## src/rtl/coin_accumulator_if.sv

```systemverilog
// Coin-acceptor bus: coin/cancel/vend strobes in, credit and refund results out.
// The accumulator attaches through the slave modport, the driving stage through master.
interface coin_accumulator_if #(
  parameter int unsigned PAID_W = 5
);
  logic              coin_valid;
  logic [1:0]        coin_type;
  logic              cancel;
  logic              vend_done;
  logic [PAID_W-1:0] paid;
  logic              coin_reject;
  logic              refund_valid;
  logic [PAID_W-1:0] refund_amt;
  logic              busy;

  modport master (
    output coin_valid, coin_type, cancel, vend_done,
    input  paid, coin_reject, refund_valid, refund_amt, busy
  );

  modport slave (
    input  coin_valid, coin_type, cancel, vend_done,
    output paid, coin_reject, refund_valid, refund_amt, busy
  );
endinterface

```

## src/rtl/coin_accumulator.sv

```systemverilog
// Saturating coin credit accumulator with cancel refund and vend clear.
// Optional macro AUTO_REFUND_EN adds an inactivity timeout that refunds credit from COLLECT.
module coin_accumulator #(
  parameter int unsigned PAID_W      = 5,
  parameter int unsigned COIN0_VAL   = 1,
  parameter int unsigned COIN1_VAL   = 2,
  parameter int unsigned COIN2_VAL   = 5,
  parameter int unsigned COIN3_VAL   = 10,
  parameter int unsigned TIMEOUT_CYC = 100
) (
  input logic               i_clk,
  input logic               i_rst,
  coin_accumulator_if.slave bus
);

  typedef enum logic [1:0] {StIdle, StCollect, StRefund} state_e;

  localparam logic [PAID_W:0] MAX_CREDIT = {1'b0, {PAID_W{1'b1}}};
  localparam logic [PAID_W:0] COIN0_W    = (PAID_W + 1)'(COIN0_VAL);
  localparam logic [PAID_W:0] COIN1_W    = (PAID_W + 1)'(COIN1_VAL);
  localparam logic [PAID_W:0] COIN2_W    = (PAID_W + 1)'(COIN2_VAL);
  localparam logic [PAID_W:0] COIN3_W    = (PAID_W + 1)'(COIN3_VAL);

  if (TIMEOUT_CYC == 0) begin : g_bad_timeout
    $error("TIMEOUT_CYC must be non-zero");
  end

  state_e            r_state, w_state_d;
  logic [PAID_W-1:0] r_paid, w_paid_d;
  logic [PAID_W-1:0] r_refund_amt, w_refund_amt_d;
  logic              r_coin_reject, w_coin_reject_d;
  logic              r_refund_valid, w_refund_valid_d;
  logic [PAID_W:0]   w_coin_val;
  logic [PAID_W:0]   w_sum;
  logic              w_accept;
  logic              w_timeout;

  always_comb begin
    w_coin_val = COIN0_W;
    unique case (bus.coin_type)
      2'd0: w_coin_val = COIN0_W;
      2'd1: w_coin_val = COIN1_W;
      2'd2: w_coin_val = COIN2_W;
      2'd3: w_coin_val = COIN3_W;
      default: w_coin_val = COIN0_W;
    endcase
  end

  // One extra bit so an overfill is detected instead of wrapping.
  assign w_sum = {1'b0, r_paid} + w_coin_val;

`ifdef AUTO_REFUND_EN
  localparam int unsigned CNT_W = $clog2(TIMEOUT_CYC + 1);
  localparam logic [CNT_W-1:0] CNT_MAX = CNT_W'(TIMEOUT_CYC);

  logic [CNT_W-1:0] r_cnt, w_cnt_d;

  assign w_timeout = (r_state == StCollect) && (r_cnt == CNT_MAX);

  always_comb begin
    w_cnt_d = '0;
    if (r_state == StCollect && w_state_d == StCollect && !w_accept) begin
      w_cnt_d = (r_cnt == CNT_MAX) ? r_cnt : r_cnt + CNT_W'(1);
    end
  end

  always_ff @(posedge i_clk) begin
    if (i_rst) begin
      r_cnt <= '0;
    end else begin
      r_cnt <= w_cnt_d;
    end
  end
`else
  assign w_timeout = 1'b0;
`endif

  always_comb begin
    w_state_d        = r_state;
    w_paid_d         = r_paid;
    w_refund_amt_d   = r_refund_amt;
    w_coin_reject_d  = 1'b0;
    w_refund_valid_d = 1'b0;
    w_accept         = 1'b0;
    unique case (r_state)
      StIdle, StCollect: begin
        if (bus.vend_done) begin
          w_paid_d        = '0;
          w_state_d       = StIdle;
          w_coin_reject_d = bus.coin_valid;
        end else if (bus.cancel && r_state == StCollect) begin
          w_state_d        = StRefund;
          w_refund_amt_d   = r_paid;
          w_refund_valid_d = 1'b1;
          w_paid_d         = '0;
          w_coin_reject_d  = bus.coin_valid;
        end else if (bus.coin_valid) begin
          if (w_sum <= MAX_CREDIT) begin
            w_paid_d  = w_sum[PAID_W-1:0];
            w_state_d = StCollect;
            w_accept  = 1'b1;
          end else begin
            w_coin_reject_d = 1'b1;
          end
        end else if (w_timeout) begin
          w_state_d        = StRefund;
          w_refund_amt_d   = r_paid;
          w_refund_valid_d = 1'b1;
          w_paid_d         = '0;
        end
      end
      StRefund: begin
        w_state_d       = StIdle;
        w_coin_reject_d = bus.coin_valid;
      end
      default: w_state_d = StIdle;
    endcase
  end

  always_ff @(posedge i_clk) begin
    if (i_rst) begin
      r_state        <= StIdle;
      r_paid         <= '0;
      r_refund_amt   <= '0;
      r_coin_reject  <= 1'b0;
      r_refund_valid <= 1'b0;
    end else begin
      r_state        <= w_state_d;
      r_paid         <= w_paid_d;
      r_refund_amt   <= w_refund_amt_d;
      r_coin_reject  <= w_coin_reject_d;
      r_refund_valid <= w_refund_valid_d;
    end
  end

  assign bus.paid         = r_paid;
  assign bus.coin_reject  = r_coin_reject;
  assign bus.refund_valid = r_refund_valid;
  assign bus.refund_amt   = r_refund_amt;
  assign bus.busy         = (r_state != StIdle);

endmodule

```

## src/flat_wrapper.sv

```systemverilog
// flat-port wrapper written by rule: the top's interface ports become plain ports
module coin_accumulator_flat 
#(
  parameter int unsigned PAID_W      = 5,
  parameter int unsigned COIN0_VAL   = 1,
  parameter int unsigned COIN1_VAL   = 2,
  parameter int unsigned COIN2_VAL   = 5,
  parameter int unsigned COIN3_VAL   = 10,
  parameter int unsigned TIMEOUT_CYC = 100
)
  (i_clk, i_rst, bus_coin_valid, bus_coin_type, bus_cancel, bus_vend_done, bus_paid, bus_coin_reject, bus_refund_valid, bus_refund_amt, bus_busy);
  coin_accumulator_if #(.PAID_W(PAID_W)) bus_i ();
  input logic i_clk;
  input logic i_rst;
  input wire logic [$bits(bus_i.coin_valid)-1:0] bus_coin_valid;
  input wire logic [$bits(bus_i.coin_type)-1:0] bus_coin_type;
  input wire logic [$bits(bus_i.cancel)-1:0] bus_cancel;
  input wire logic [$bits(bus_i.vend_done)-1:0] bus_vend_done;
  output wire logic [$bits(bus_i.paid)-1:0] bus_paid;
  output wire logic [$bits(bus_i.coin_reject)-1:0] bus_coin_reject;
  output wire logic [$bits(bus_i.refund_valid)-1:0] bus_refund_valid;
  output wire logic [$bits(bus_i.refund_amt)-1:0] bus_refund_amt;
  output wire logic [$bits(bus_i.busy)-1:0] bus_busy;
  assign bus_i.coin_valid = bus_coin_valid;
  assign bus_i.coin_type = bus_coin_type;
  assign bus_i.cancel = bus_cancel;
  assign bus_i.vend_done = bus_vend_done;
  assign bus_paid = bus_i.paid;
  assign bus_coin_reject = bus_i.coin_reject;
  assign bus_refund_valid = bus_i.refund_valid;
  assign bus_refund_amt = bus_i.refund_amt;
  assign bus_busy = bus_i.busy;
  coin_accumulator #(.PAID_W(PAID_W), .COIN0_VAL(COIN0_VAL), .COIN1_VAL(COIN1_VAL), .COIN2_VAL(COIN2_VAL), .COIN3_VAL(COIN3_VAL), .TIMEOUT_CYC(TIMEOUT_CYC)) u_core (.i_clk(i_clk), .i_rst(i_rst), .bus(bus_i));
endmodule
```

## config.mk

```make
export PLATFORM = sky130hd
export DESIGN_NAME = coin_accumulator_flat
export DESIGN_NICKNAME = d
export VERILOG_FILES = /design/src/rtl/coin_accumulator_if.sv /design/src/rtl/coin_accumulator.sv /design/src/flat_wrapper.sv
export SDC_FILE = /design/constraint.sdc
export NUM_CORES = 1
export LEC_CHECK = 0
export ABC_AREA = 1
export BUFFER_PORTS_ARGS = -buffer_cell sky130_fd_sc_hd__buf_2
export CAP_MARGIN = 20
export CORE_MARGIN = 4
export CORE_UTILIZATION = 33
export DETAILED_ROUTE_END_ITERATION = 8
export SYNTH_ARGS = -nofsm -noshare
export SYNTH_HDL_FRONTEND = slang
export SYNTH_SLANG_ARGS = --single-unit
```

## constraint.sdc

```tcl
create_clock -name i_clk -period 1.5 [get_ports i_clk]
set_clock_uncertainty 0.15 [all_clocks]
set_input_delay 0 -clock i_clk [delete_from_list [all_inputs] [get_ports i_clk]]
set_output_delay 0 -clock i_clk [all_outputs]
set_load 0.03 [all_outputs]
```

==> results of run 1 <==
-- kinds of logic after synthesis --
kind of cell	Yosys count	share of synthesized area, %
adders and majority gates	5	9.35
DFF	14	37.4
AOI/OAI and AO/OA	16	11.7
buffers and inverters	20	10.0
xor gates and xnor gates	1	1.17
and+or+nand+nor	49	30.4
-- critical path, cell delays in order (launching register included) --
cell and delay, ns:
sky130_fd_sc_hd__dfxtp_4 0.36, sky130_fd_sc_hd__ha_4 0.12, sky130_fd_sc_hd__inv_2 0.03, sky130_fd_sc_hd__fa_2 0.33, sky130_fd_sc_hd__inv_2 0.07, sky130_fd_sc_hd__nand3_2 0.07
sky130_fd_sc_hd__nand3_2 0.08, sky130_fd_sc_hd__nand3_2 0.07, sky130_fd_sc_hd__nor2_1 0.08, sky130_fd_sc_hd__nand2_1 0.05, sky130_fd_sc_hd__a21oi_1 0.10
-- metal layers --
metal  wire, µm  vias up  global-route usage, %
met5          0        -                      0
met4         18        0                   6.25
met3         82        2                   2.09
met2        927       16                   21.5
met1        889      313                   17.0
li1           -      408                      -
-- stage by stage --
step           setup TNS (ns)  total power [mW]  hold slack, ns
5_1_grt                -0.567             0.882          -0.152
6_report               -0.117             0.830          -0.157
2_1_floorplan          -0.123             0.524         -0.0906
4_1_cts                -0.134             0.831          -0.157
3_5_place_dp           -0.302             0.606           0.101
3_3_place_gp           -0.244             0.600          0.0991
-- what timing repair did --
action,CTS,global route
endpoints found under the setup margin,5,6
endpoints found under the hold margin,10,2
gates cloned,0,0
gates resized for setup,6,8
pin swaps,8,7
-- power by group --
group          total (mW)  switching (mW)  internal (mW)  leakage, nW
registers           0.394          0.0111          0.383        0.117
logic               0.222           0.126         0.0956        0.435
clock network       0.214           0.121         0.0933       0.0138
-- layout make-up --
cell class	instances	area share, %
flip-flops and latches	14	26.0
inverters	19	6.27
well taps	27	2.97
repair buffers	33	18.4
clock buffers	3	1.98
multi-input cells	71	44.4
-- path summary, 6_finish.rpt --
path	startpoint	end	slack [ns]	depth (start not counted)
max	u_core.bus.paid[0]$_SDFFE_PP0P_	u_core.bus.paid[4]$_SDFFE_PP0P_	-0.08	10
min	bus_vend_done	u_core.bus.paid[4]$_SDFFE_PP0P_	-0.16	4
max reg2reg	u_core.bus.paid[0]$_SDFFE_PP0P_	u_core.bus.paid[4]$_SDFFE_PP0P_	-0.08	10
min reg2reg	u_core.bus.refund_amt[2]$_SDFFE_PP0P_	u_core.bus.refund_amt[2]$_SDFFE_PP0P_	0.33	2
-- state kept, by name, summed over array words and instances, names as in the netlist --
register and cells:
u_core.bus.coin_reject 1, u_core.bus.paid 5, u_core.bus.refund_amt 5, u_core.bus.refund_valid 1, u_core.r_state 2
-- cell usage in the layout, fill, tap and decap left out, types with 2 or more instances in the layout --
master / instances
sky130_fd_sc_hd__nand2_2: 4
sky130_fd_sc_hd__a21oi_1: 5
sky130_fd_sc_hd__nand2_1: 11
sky130_fd_sc_hd__clkbuf_4: 3
sky130_fd_sc_hd__nor2_1: 19
sky130_fd_sc_hd__dlygate4sd3_1: 2
sky130_fd_sc_hd__dfxtp_4: 4
sky130_fd_sc_hd__inv_2: 6
sky130_fd_sc_hd__buf_4: 11
sky130_fd_sc_hd__o21ai_0: 5
sky130_fd_sc_hd__nand3_1: 4
sky130_fd_sc_hd__ha_4: 4
sky130_fd_sc_hd__nand3_2: 4
sky130_fd_sc_hd__buf_2: 19
sky130_fd_sc_hd__o21ai_1: 2
sky130_fd_sc_hd__inv_1: 13
sky130_fd_sc_hd__a21oi_2: 2
sky130_fd_sc_hd__dfxtp_1: 10
==> out/qor.txt, run 1 <==
Outcome - finished with violations
Violations in the final reports - negative hold slack, negative setup slack
Root Buffer Master - sky130_fd_sc_hd__clkbuf_4
Initial antenna violation count - 0
Worst slew margin relative to its limit - 85.1%
Clock Path Buffers - 2
Final number of hold-violating endpoints - 6
Top flip-flop cell by instance count after synthesis - sky130_fd_sc_hd__dfxtp_1
Via density per instance - 4.43
Yosys warning count - 0
Combined global-route utilization of all metal layers - 13.2%
Mapped Area - 749 µm²
WP data arrival - 1.66 ns
Antenna viol nets, final - 0
Static leakage - 0.565 nW
Total die area - 0.00310 mm²
Die span in y - 55.7 µm
Share of final-layout standard cells stronger than drive strength 1 - 47.1%
Average size of a mapped cell - 7.14 µm²
Final min period - 1.58 ns
TritonCTS buffer count - 3
Count leader, synth - sky130_fd_sc_hd__nor2_1
Total of flip-flops plus latches after synthesis - 14
Proportion of netlist area held by the largest area contributor - 37.4%
Leading cell types by count after synthesis - sky130_fd_sc_hd__nor2_1, sky130_fd_sc_hd__inv_1, sky130_fd_sc_hd__dfxtp_1, sky130_fd_sc_hd__nand2_1, sky130_fd_sc_hd__nand3_1
Setup repair after global routing missed its margin - yes
Largest fanout on the critical path - 2
First-pass GRT wire length - 3240 µm
TritonRoute pass-1 iters - 4
Post-detailed-placement half-perimeter wirelength - 1530 µm
Standard cell area after detailed placement - 0.00105 mm²
Part of the cycle the worst path needs - 105%
Final antenna diode count - 0
Final number of setup-violating endpoints - 2
Area of all placed cells without fillers - 0.00114 mm²
Width of the chip - 55.7 µm
Transition time of the tightest slew-check pin - 0.223 ns
Start-to-end type of the worst setup path - reg2reg
Insertion delay to the later sink of the worst-skew pair - 0.28 ns
Drc violations - 0
Largest net degree at the start of global routing - 8
Number of clock sinks - 14
Top post-synthesis cells by area - sky130_fd_sc_hd__dfxtp_1, sky130_fd_sc_hd__nor2_1, sky130_fd_sc_hd__inv_1, sky130_fd_sc_hd__nand2_1, sky130_fd_sc_hd__ha_1
Utilization after layout - 55.2%
Cells after DPL - 162
Max Freq - 632 MHz
Non-filler cells in the finished layout - 167
Number of buffers added on ports - 19
Global route overflow - 0
Final-layout fill cell count - 203
Min setup slack post-route - -0.0817 ns
Cells after synthesis - 105
HP Class - in2reg
Core area - 0.00206 mm²
Routability congestion estimate from global placement - 0.866
Routed WL per cell - 11.5 µm
Number of setup buffers added after CTS - 0
Total area of multi-input combinational cells - 505 µm²
IO Count - 20
Worst Setup End Kind - flip-flop
Max IR drop VDD - 0.351 mV
Initial drt markers - 22
Total wire length - 1920 µm
Share of flip-flops with an asynchronous set or reset after synthesis - 0%
Number of H-tree branching levels - 1
Area growth, synth to finish - 51.8%
Count of hold-fix buffers inserted at cts - 2
Library cell with the largest summed area after synthesis - sky130_fd_sc_hd__dfxtp_1
Crit path required time - 1.58 ns
Count of nets after finishing - 154
Vias after detailed routing - 739
Post-synth EDFFs - 0
Worst slack at placement - -0.0950 ns
Post-synthesis sequential area ratio - 37.4%
Max Slew Vio Count - 0
Clock slew seen by the registers of the worst setup and hold paths - 0.08 ns
Worst slack on hold paths - -0.157 ns
Synth unique cells - 21
Initial core utilization - 36.3%
Max cap viols - 0
Cell area power density - 730 mW/mm²
Clock tree from TritonCTS - yes
Kind of start point of the critical path - flip-flop
Vias in the first global route - 732
Sequential cell area - 295 µm²
Post-synth net total - 117
Std cell rows - 16
No activity file was read; power rests on OpenSTA's default activity.
==> inputs of run 2 (changes only) <==
--- a/config.mk
+++ b/config.mk
@@ -5,7 +5,6 @@
 export SDC_FILE = /design/constraint.sdc
 export NUM_CORES = 1
 export LEC_CHECK = 0
-export ABC_AREA = 1
 export BUFFER_PORTS_ARGS = -buffer_cell sky130_fd_sc_hd__buf_2
 export CAP_MARGIN = 20
 export CORE_MARGIN = 4
==> run 2 against run 1 <==
Compared with the run above: the flow finishes with violations (negative setup slack); critical endpoint unchanged; via count decreased by 3.1%; register-to-register slack worse by 0.02 ns; non-clock buffer count unchanged; synthesized cell count shrank 16%; largest power group unchanged; clock-buffer cell count grew 1; design area is 1.1% lower; routed wire length decreased by 1.3%.
==> out/qor.txt, run 2 <==
Mapped Area - 774 µm²
Number of clock sinks - 14
WP data arrival - 1.63 ns
Synth unique cells - 31
Clock slew seen by the registers of the worst setup and hold paths - 0.09 ns
Commonest cells after routing, fill and taps aside - sky130_fd_sc_hd__buf_2, sky130_fd_sc_hd__buf_4, sky130_fd_sc_hd__inv_1, sky130_fd_sc_hd__nor2_1, sky130_fd_sc_hd__dfxtp_1
Number of buffer and inverter stages on the critical path - 1
Cell area power density - 681 mW/mm²
Setup slack on the worst flop-to-flop path - -0.10 ns
Part of the cycle the worst path needs - 107%
Final antenna diode count - 0
Worst slew margin relative to its limit - 76.9%
Kind of start point of the critical path - flip-flop
Insertion delay to the later sink of the worst-skew pair - 0.29 ns
Initial core utilization - 34.7%
Max Slew Vio Count - 0
Library cell with the largest summed area after synthesis - sky130_fd_sc_hd__dfxtp_1
Antenna viol nets, final - 0
Clock tree from TritonCTS - yes
Non-filler cells in the finished layout - 150
Clock Path Buffers - 2
Total Neg Setup Slack - -0.223 ns
Global route overflow - 0
Min setup slack post-route - -0.100 ns
Share of flip-flops with an asynchronous set or reset after synthesis - 0%
Max Freq - 625 MHz
Area growth, synth to finish - 45.2%
Leading cell types by count after synthesis - sky130_fd_sc_hd__dfxtp_1, sky130_fd_sc_hd__inv_1, sky130_fd_sc_hd__nor2_1
Routed WL per cell - 12.6 µm
Core area - 0.00223 mm²
Final number of hold-violating endpoints - 0
HP Class - in2reg
CP max stage cell - sky130_fd_sc_hd__dfxtp_4
Total wire length - 1890 µm
Global-route met1 utilization - 16.5%
Max IR drop VDD - 0.415 mV
Yosys warning count - 0
TritonRoute pass-1 iters - 4
Post-detailed-placement half-perimeter wirelength - 1450 µm
Top post-synthesis cells by area - sky130_fd_sc_hd__dfxtp_1, sky130_fd_sc_hd__mux2i_1, sky130_fd_sc_hd__ha_1, sky130_fd_sc_hd__inv_1, sky130_fd_sc_hd__nor2_1
Post-synth net total - 100
Final-layout fill cell count - 226
Final number of setup-violating endpoints - 5
Met2 track utilization from global routing - 22.3%
Largest net degree at the start of global routing - 10
Total area of multi-input combinational cells - 522 µm²
Root Buffer Master - sky130_fd_sc_hd__clkbuf_4
Vias after detailed routing - 716
Max cap viols - 0
Worst stage delay on the critical path - 0.36 ns
Final min period - 1.60 ns
Routability congestion estimate from global placement - 0.835
Met3 usage - 2.76%
Average size of a mapped cell - 8.80 µm²
Power Total - 766 µW
Transition time of the tightest slew-check pin - 0.346 ns
Share of final-layout standard cells stronger than drive strength 1 - 46.7%
Setup repair after global routing missed its margin - yes
Utilization after layout - 50.4%
Std cell rows - 17
Top flip-flop cell by instance count after synthesis - sky130_fd_sc_hd__dfxtp_1
Count of nets after finishing - 135
Initial drt markers - 5
Total die area - 0.00319 mm²
Cell family with most CP delay - adder cells
Via density per instance - 4.77
Busiest metal layer after global routing - met2
Largest fanout on the critical path - 2
Width of the chip - 56.4 µm
Cells after DPL - 140
Die span in y - 56.4 µm
Post-synthesis sequential area ratio - 36.2%
Cell chain of the critical path - ha_4, inv_2, fa_2, nand2b_4, a21oi_2, nand3_1, mux2i_1
Outcome - finished with violations
Most frequent standard cell in the layout excluding fill and tap cells - sky130_fd_sc_hd__buf_2
Vias in the first global route - 761
Worst Setup End Kind - flip-flop
Post-synth EDFFs - 0
Drc violations - 0
First-pass GRT wire length - 3370 µm
Total of flip-flops plus latches after synthesis - 14
Combined global-route utilization of all metal layers - 13.4%
IO Count - 20
Number of H-tree branching levels - 1
Proportion of netlist area held by the largest area contributor - 36.2%
Initial antenna violation count - 0
Static leakage - 0.489 nW
TritonCTS buffer count - 3
Sequential cell area - 293 µm²
Start-to-end type of the worst setup path - reg2reg
Count leader, synth - sky130_fd_sc_hd__dfxtp_1
Violations in the final reports - negative setup slack
Number of buffers added on ports - 19
Crit path required time - 1.53 ns
Cells after synthesis - 88
[run 2: changes by cell type after synthesis, sizes merged, moves of 4 or more]
cell,delta
inv,-10
mux2i,+6
nand2,-10
nand3,-7
nor2,-12
o211ai,+4
[run 2: tightest hold or removal path, delay by kind of cell]
kind	cells	cell delay [ns]
adders and majority gates	1	0.13
AOI/OAI and AO/OA	1	0.13
buffers and inverters	2	0.24
and+or+nand+nor	1	0.04
[run 2: final timing paths]
| check | start | to | cells after the start |
|---|---|---|---|
| setup / recovery | u_core.bus.paid[0]$_SDFFE_PP0P_ | u_core.bus.paid[4]$_SDFFE_PP0P_ | 7 |
| hold / removal | bus_coin_type[0] | u_core.bus.paid[0]$_SDFFE_PP0P_ | 5 |
| setup reg to reg | u_core.bus.paid[0]$_SDFFE_PP0P_ | u_core.bus.paid[4]$_SDFFE_PP0P_ | 7 |
| hold reg to reg | u_core.bus.refund_amt[3]$_SDFFE_PP0P_ | u_core.bus.refund_amt[3]$_SDFFE_PP0P_ | 2 |
[run 2: cell type report]
| class | count | share of cell area (%) |
|---|---|---|
| Clock buffer | 4 | 2.34 |
| Inverter | 9 | 3.00 |
| Multi-Input combinational cell | 62 | 46.4 |
| Sequential cell | 14 | 26.0 |
| Tap cell | 28 | 3.11 |
| Timing Repair Buffer | 33 | 19.1 |
[run 2: repair_timing]
| action | in CTS | in global routing |
|---|---|---|
| pin swaps | 12 | 12 |
| gates resized for setup | 2 | 8 |
| hold buffers | 6 | 0 |
| setup buffers | 0 | 1 |
| hold endpoints to repair | 10 | 0 |
| setup endpoints to repair | 7 | 9 |
[run 2: kinds of logic after synthesis]
group / count (synthesis) / synth area share [%]
flops: 14 / 36.2
fa+ha+maj: 5 / 9.05
simple gates: 31 / 22.5
mux: 6 / 7.75
buf+inv: 12 / 6.95
compound gates: 20 / 17.6
[run 2: report_power, final]
part | switching, mW | total [mW] | internal (mW)
logic | 0.0806 | 0.146 | 0.0654
clock network | 0.132 | 0.236 | 0.103
registers | 0.00696 | 0.385 | 0.378
[run 2: stage by stage]
stage / hold WS [ns] / instance area, µm² / setup slack, ns
after floorplan: -0.0713 / 826 / -0.116
after global placement: 0.122 / 996 / -0.0839
after detailed placement: 0.130 / 996 / -0.0936
after CTS: 0.131 / 1100 / -0.104
after global routing: 0.157 / 1120 / -0.188
final: 0.133 / 1120 / -0.100
[run 2: metal layers]
| layer | vias up | share of wire, % |
|---|---|---|
| met1 | 324 | 48 |
| li1 | 374 | - |
| met3 | 5 | 3.4 |
| met5 | - | 0 |
| met2 | 13 | 47 |
| met4 | 0 | 2.2 |
==> inputs of run 3 (changes only) <==
--- a/config.mk
+++ b/config.mk
@@ -9,6 +9,7 @@
 export CAP_MARGIN = 20
 export CORE_MARGIN = 4
 export CORE_UTILIZATION = 33
+export CTS_BUF_LIST = sky130_fd_sc_hd__clkbuf_4 sky130_fd_sc_hd__clkbuf_8
 export DETAILED_ROUTE_END_ITERATION = 8
 export SYNTH_ARGS = -nofsm -noshare
 export SYNTH_HDL_FRONTEND = slang
==> run 3 against run 2 <==
Compared with the run above: the flow still finishes with violations (negative setup slack); critical endpoint unchanged; clock-buffer cell count unchanged; via count is the same; cell count unchanged.
==> out/qor.txt, run 3 (same netlist as run 2, synthesis figures left out) <==
Outcome - finished with violations
Violations in the final reports - negative setup slack
Transition time of the tightest slew-check pin - 0.346 ns
Clock tree from TritonCTS - yes
Sw Share - 28.0%
Vias after detailed routing - 716
Std cell rows - 17
Number of H-tree branching levels - 1
Routability congestion estimate from global placement - 0.835
HP Class - in2reg
Total wire length - 1890 µm
Insertion delay to the later sink of the worst-skew pair - 0.29 ns
Initial core utilization - 34.7%
Proportion of power drawn by flip-flops and latches - 49.0%
Core area - 0.00223 mm²
Setup repair after global routing missed its margin - yes
Final number of setup-violating endpoints - 5
Final min period - 1.60 ns
TritonCTS buffer count - 3
Combined global-route utilization of all metal layers - 13.4%
Cell chain of the critical path - ha_4, inv_2, fa_2, nand2b_4, a21oi_2, nand3_1, mux2i_1
Initial antenna violation count - 0
CP startpoint - u_core.bus.paid[0]$_SDFFE_PP0P_
Root Buffer Master - sky130_fd_sc_hd__clkbuf_4
TritonRoute pass-1 iters - 4
Antenna viol nets, final - 0
First-pass GRT wire length - 3370 µm
Count of nets after finishing - 135
Start-to-end type of the worst setup path - reg2reg
Cells after DPL - 140
Share of total power in the clock network - 32.3%
WP data arrival - 1.63 ns
Post-detailed-placement half-perimeter wirelength - 1450 µm
Largest fanout on the critical path - 2
Drc violations - 0
Largest net degree at the start of global routing - 10
Area of all placed cells without fillers - 0.00113 mm²
IO Count - 20
Width of the chip - 56.4 µm
Share of final-layout standard cells stronger than drive strength 1 - 47.5%
Worst stage delay on the critical path - 0.36 ns
Global route overflow - 0
Setup slack on the worst flop-to-flop path - -0.10 ns
Total die area - 0.00319 mm²
Worst Setup End Kind - flip-flop
Power Total - 784 µW
Initial drt markers - 5
Worst slew margin relative to its limit - 76.9%
Commonest cells after routing, fill and taps aside - sky130_fd_sc_hd__buf_2, sky130_fd_sc_hd__buf_4, sky130_fd_sc_hd__inv_1, sky130_fd_sc_hd__nor2_1, sky130_fd_sc_hd__dfxtp_1
Area growth, synth to finish - 45.7%
Min setup slack post-route - -0.101 ns
Cell-internal power - 565 µW
Via density per instance - 4.77
End of the worst register-to-register path - u_core.bus.paid[4]$_SDFFE_PP0P_
Standard cell area after detailed placement - 996 µm²
Cell area power density - 695 mW/mm²
Clock slew seen by the registers of the worst setup and hold paths - 0.09 ns
Crit path required time - 1.53 ns
Count of cells along the worst hold path - 5
Die span in y - 56.4 µm
Routed WL per cell - 12.6 µm
Static leakage - 0.493 nW
Part of the cycle the worst path needs - 107%
Utilization after layout - 50.5%
Vias in the first global route - 761
Max cap viols - 0
Number of cells on the worst reg-to-reg path - 7
Max IR drop VDD - 0.415 mV
Number of buffers added on ports - 19
CP max stage cell - sky130_fd_sc_hd__dfxtp_4
Number of clock sinks - 14
Max Freq - 625 MHz
Hold Crit Endpoint - u_core.bus.paid[0]$_SDFFE_PP0P_
Non-filler cells in the finished layout - 150
Most frequent standard cell in the layout excluding fill and tap cells - sky130_fd_sc_hd__buf_2
Max Slew Vio Count - 0
Origin of the critical flop-to-flop path - u_core.bus.paid[0]$_SDFFE_PP0P_
Final-layout fill cell count - 227
Final antenna diode count - 0
Worst hold path startpoint - bus_coin_type[0]
Final number of hold-violating endpoints - 0
Number of buffer and inverter stages on the critical path - 1
Clock Path Buffers - 2
Cell family with most CP delay - adder cells
Switching power - 220 µW
Kind of start point of the critical path - flip-flop
Combinational group share of total power - 18.6%
run 3: changes by cell type in the layout (fill, tap and decap cells not counted):
cell                       delta
sky130_fd_sc_hd__clkbuf_4     +1
sky130_fd_sc_hd__clkbuf_1     -1
run 3: how the worst max path moves through the flow:
stage | slack, ns | end | cells after the start
2_1_floorplan | -0.12 | u_core.bus.paid[4]$_SDFFE_PP0P_ | 7
3_5_place_dp | -0.09 | u_core.bus.paid[4]$_SDFFE_PP0P_ | 7
3_3_place_gp | -0.08 | u_core.bus.paid[3]$_SDFFE_PP0P_ | 5
5_1_grt | -0.19 | u_core.bus.paid[4]$_SDFFE_PP0P_ | 7
4_1_cts | -0.10 | u_core.bus.paid[4]$_SDFFE_PP0P_ | 7
6_report | -0.10 | u_core.bus.paid[4]$_SDFFE_PP0P_ | 7
run 3: power groups by stage:
stage          clock network (mW)  registers (mW)  logic (mW)
5_1_grt                     0.273           0.386       0.162
3_3_place_gp                    0           0.392       0.127
3_5_place_dp                    0           0.392       0.128
4_1_cts                     0.258           0.384       0.140
6_report                    0.254           0.385       0.146
2_1_floorplan                   0           0.404      0.0735
run 3: what timing repair did:
action | CTS | global route
hold buffers | 6 | 0
hold endpoints to repair | 10 | 0
setup endpoints to repair | 7 | 9
gates cloned | 0 | 0
pin swaps | 12 | 12
resized for setup | 2 | 8
setup buffers | 0 | 1
run 3: cell type report:
| class | count | area [µm²] | share of cell area, % |
|---|---|---|---|
| clock buffer | 4 | 30.0 | 2.66 |
| inverter | 9 | 33.8 | 2.99 |
| multi-input combinational | 62 | 522 | 46.2 |
| sequential | 14 | 293 | 25.9 |
| tap | 28 | 35.0 | 3.10 |
| timing repair buffer | 33 | 215 | 19.1 |
run 3: per-layer routing:
metal / GRT usage [%] / vias to the layer above / part of all wire [%]
met5: 0 / - / 0
met2: 22.3 / 13 / 47
met1: 16.5 / 324 / 48
met3: 2.76 / 5 / 3.4
li1: - / 374 / -
met4: 6.10 / 0 / 2.2
run 3: worst min-delay path: cells and delay by family:
family,cells,cell delay [ns]
buffers and inverters,2,0.24
adder cells (fa/ha/maj),1,0.13
AO/OA/AOI/OAI,1,0.13
AND/OR/NAND/NOR,1,0.04
run 3: through the flow:
stage	setup TNS [ns]	hold slack [ns]	setup slack [ns]
after global placement	-0.335	0.122	-0.0839
after floorplan	-0.317	-0.0713	-0.116
after detailed placement	-0.373	0.130	-0.0936
final	-0.224	0.133	-0.101
after CTS	-0.190	0.131	-0.104
after global routing	-0.579	0.157	-0.188
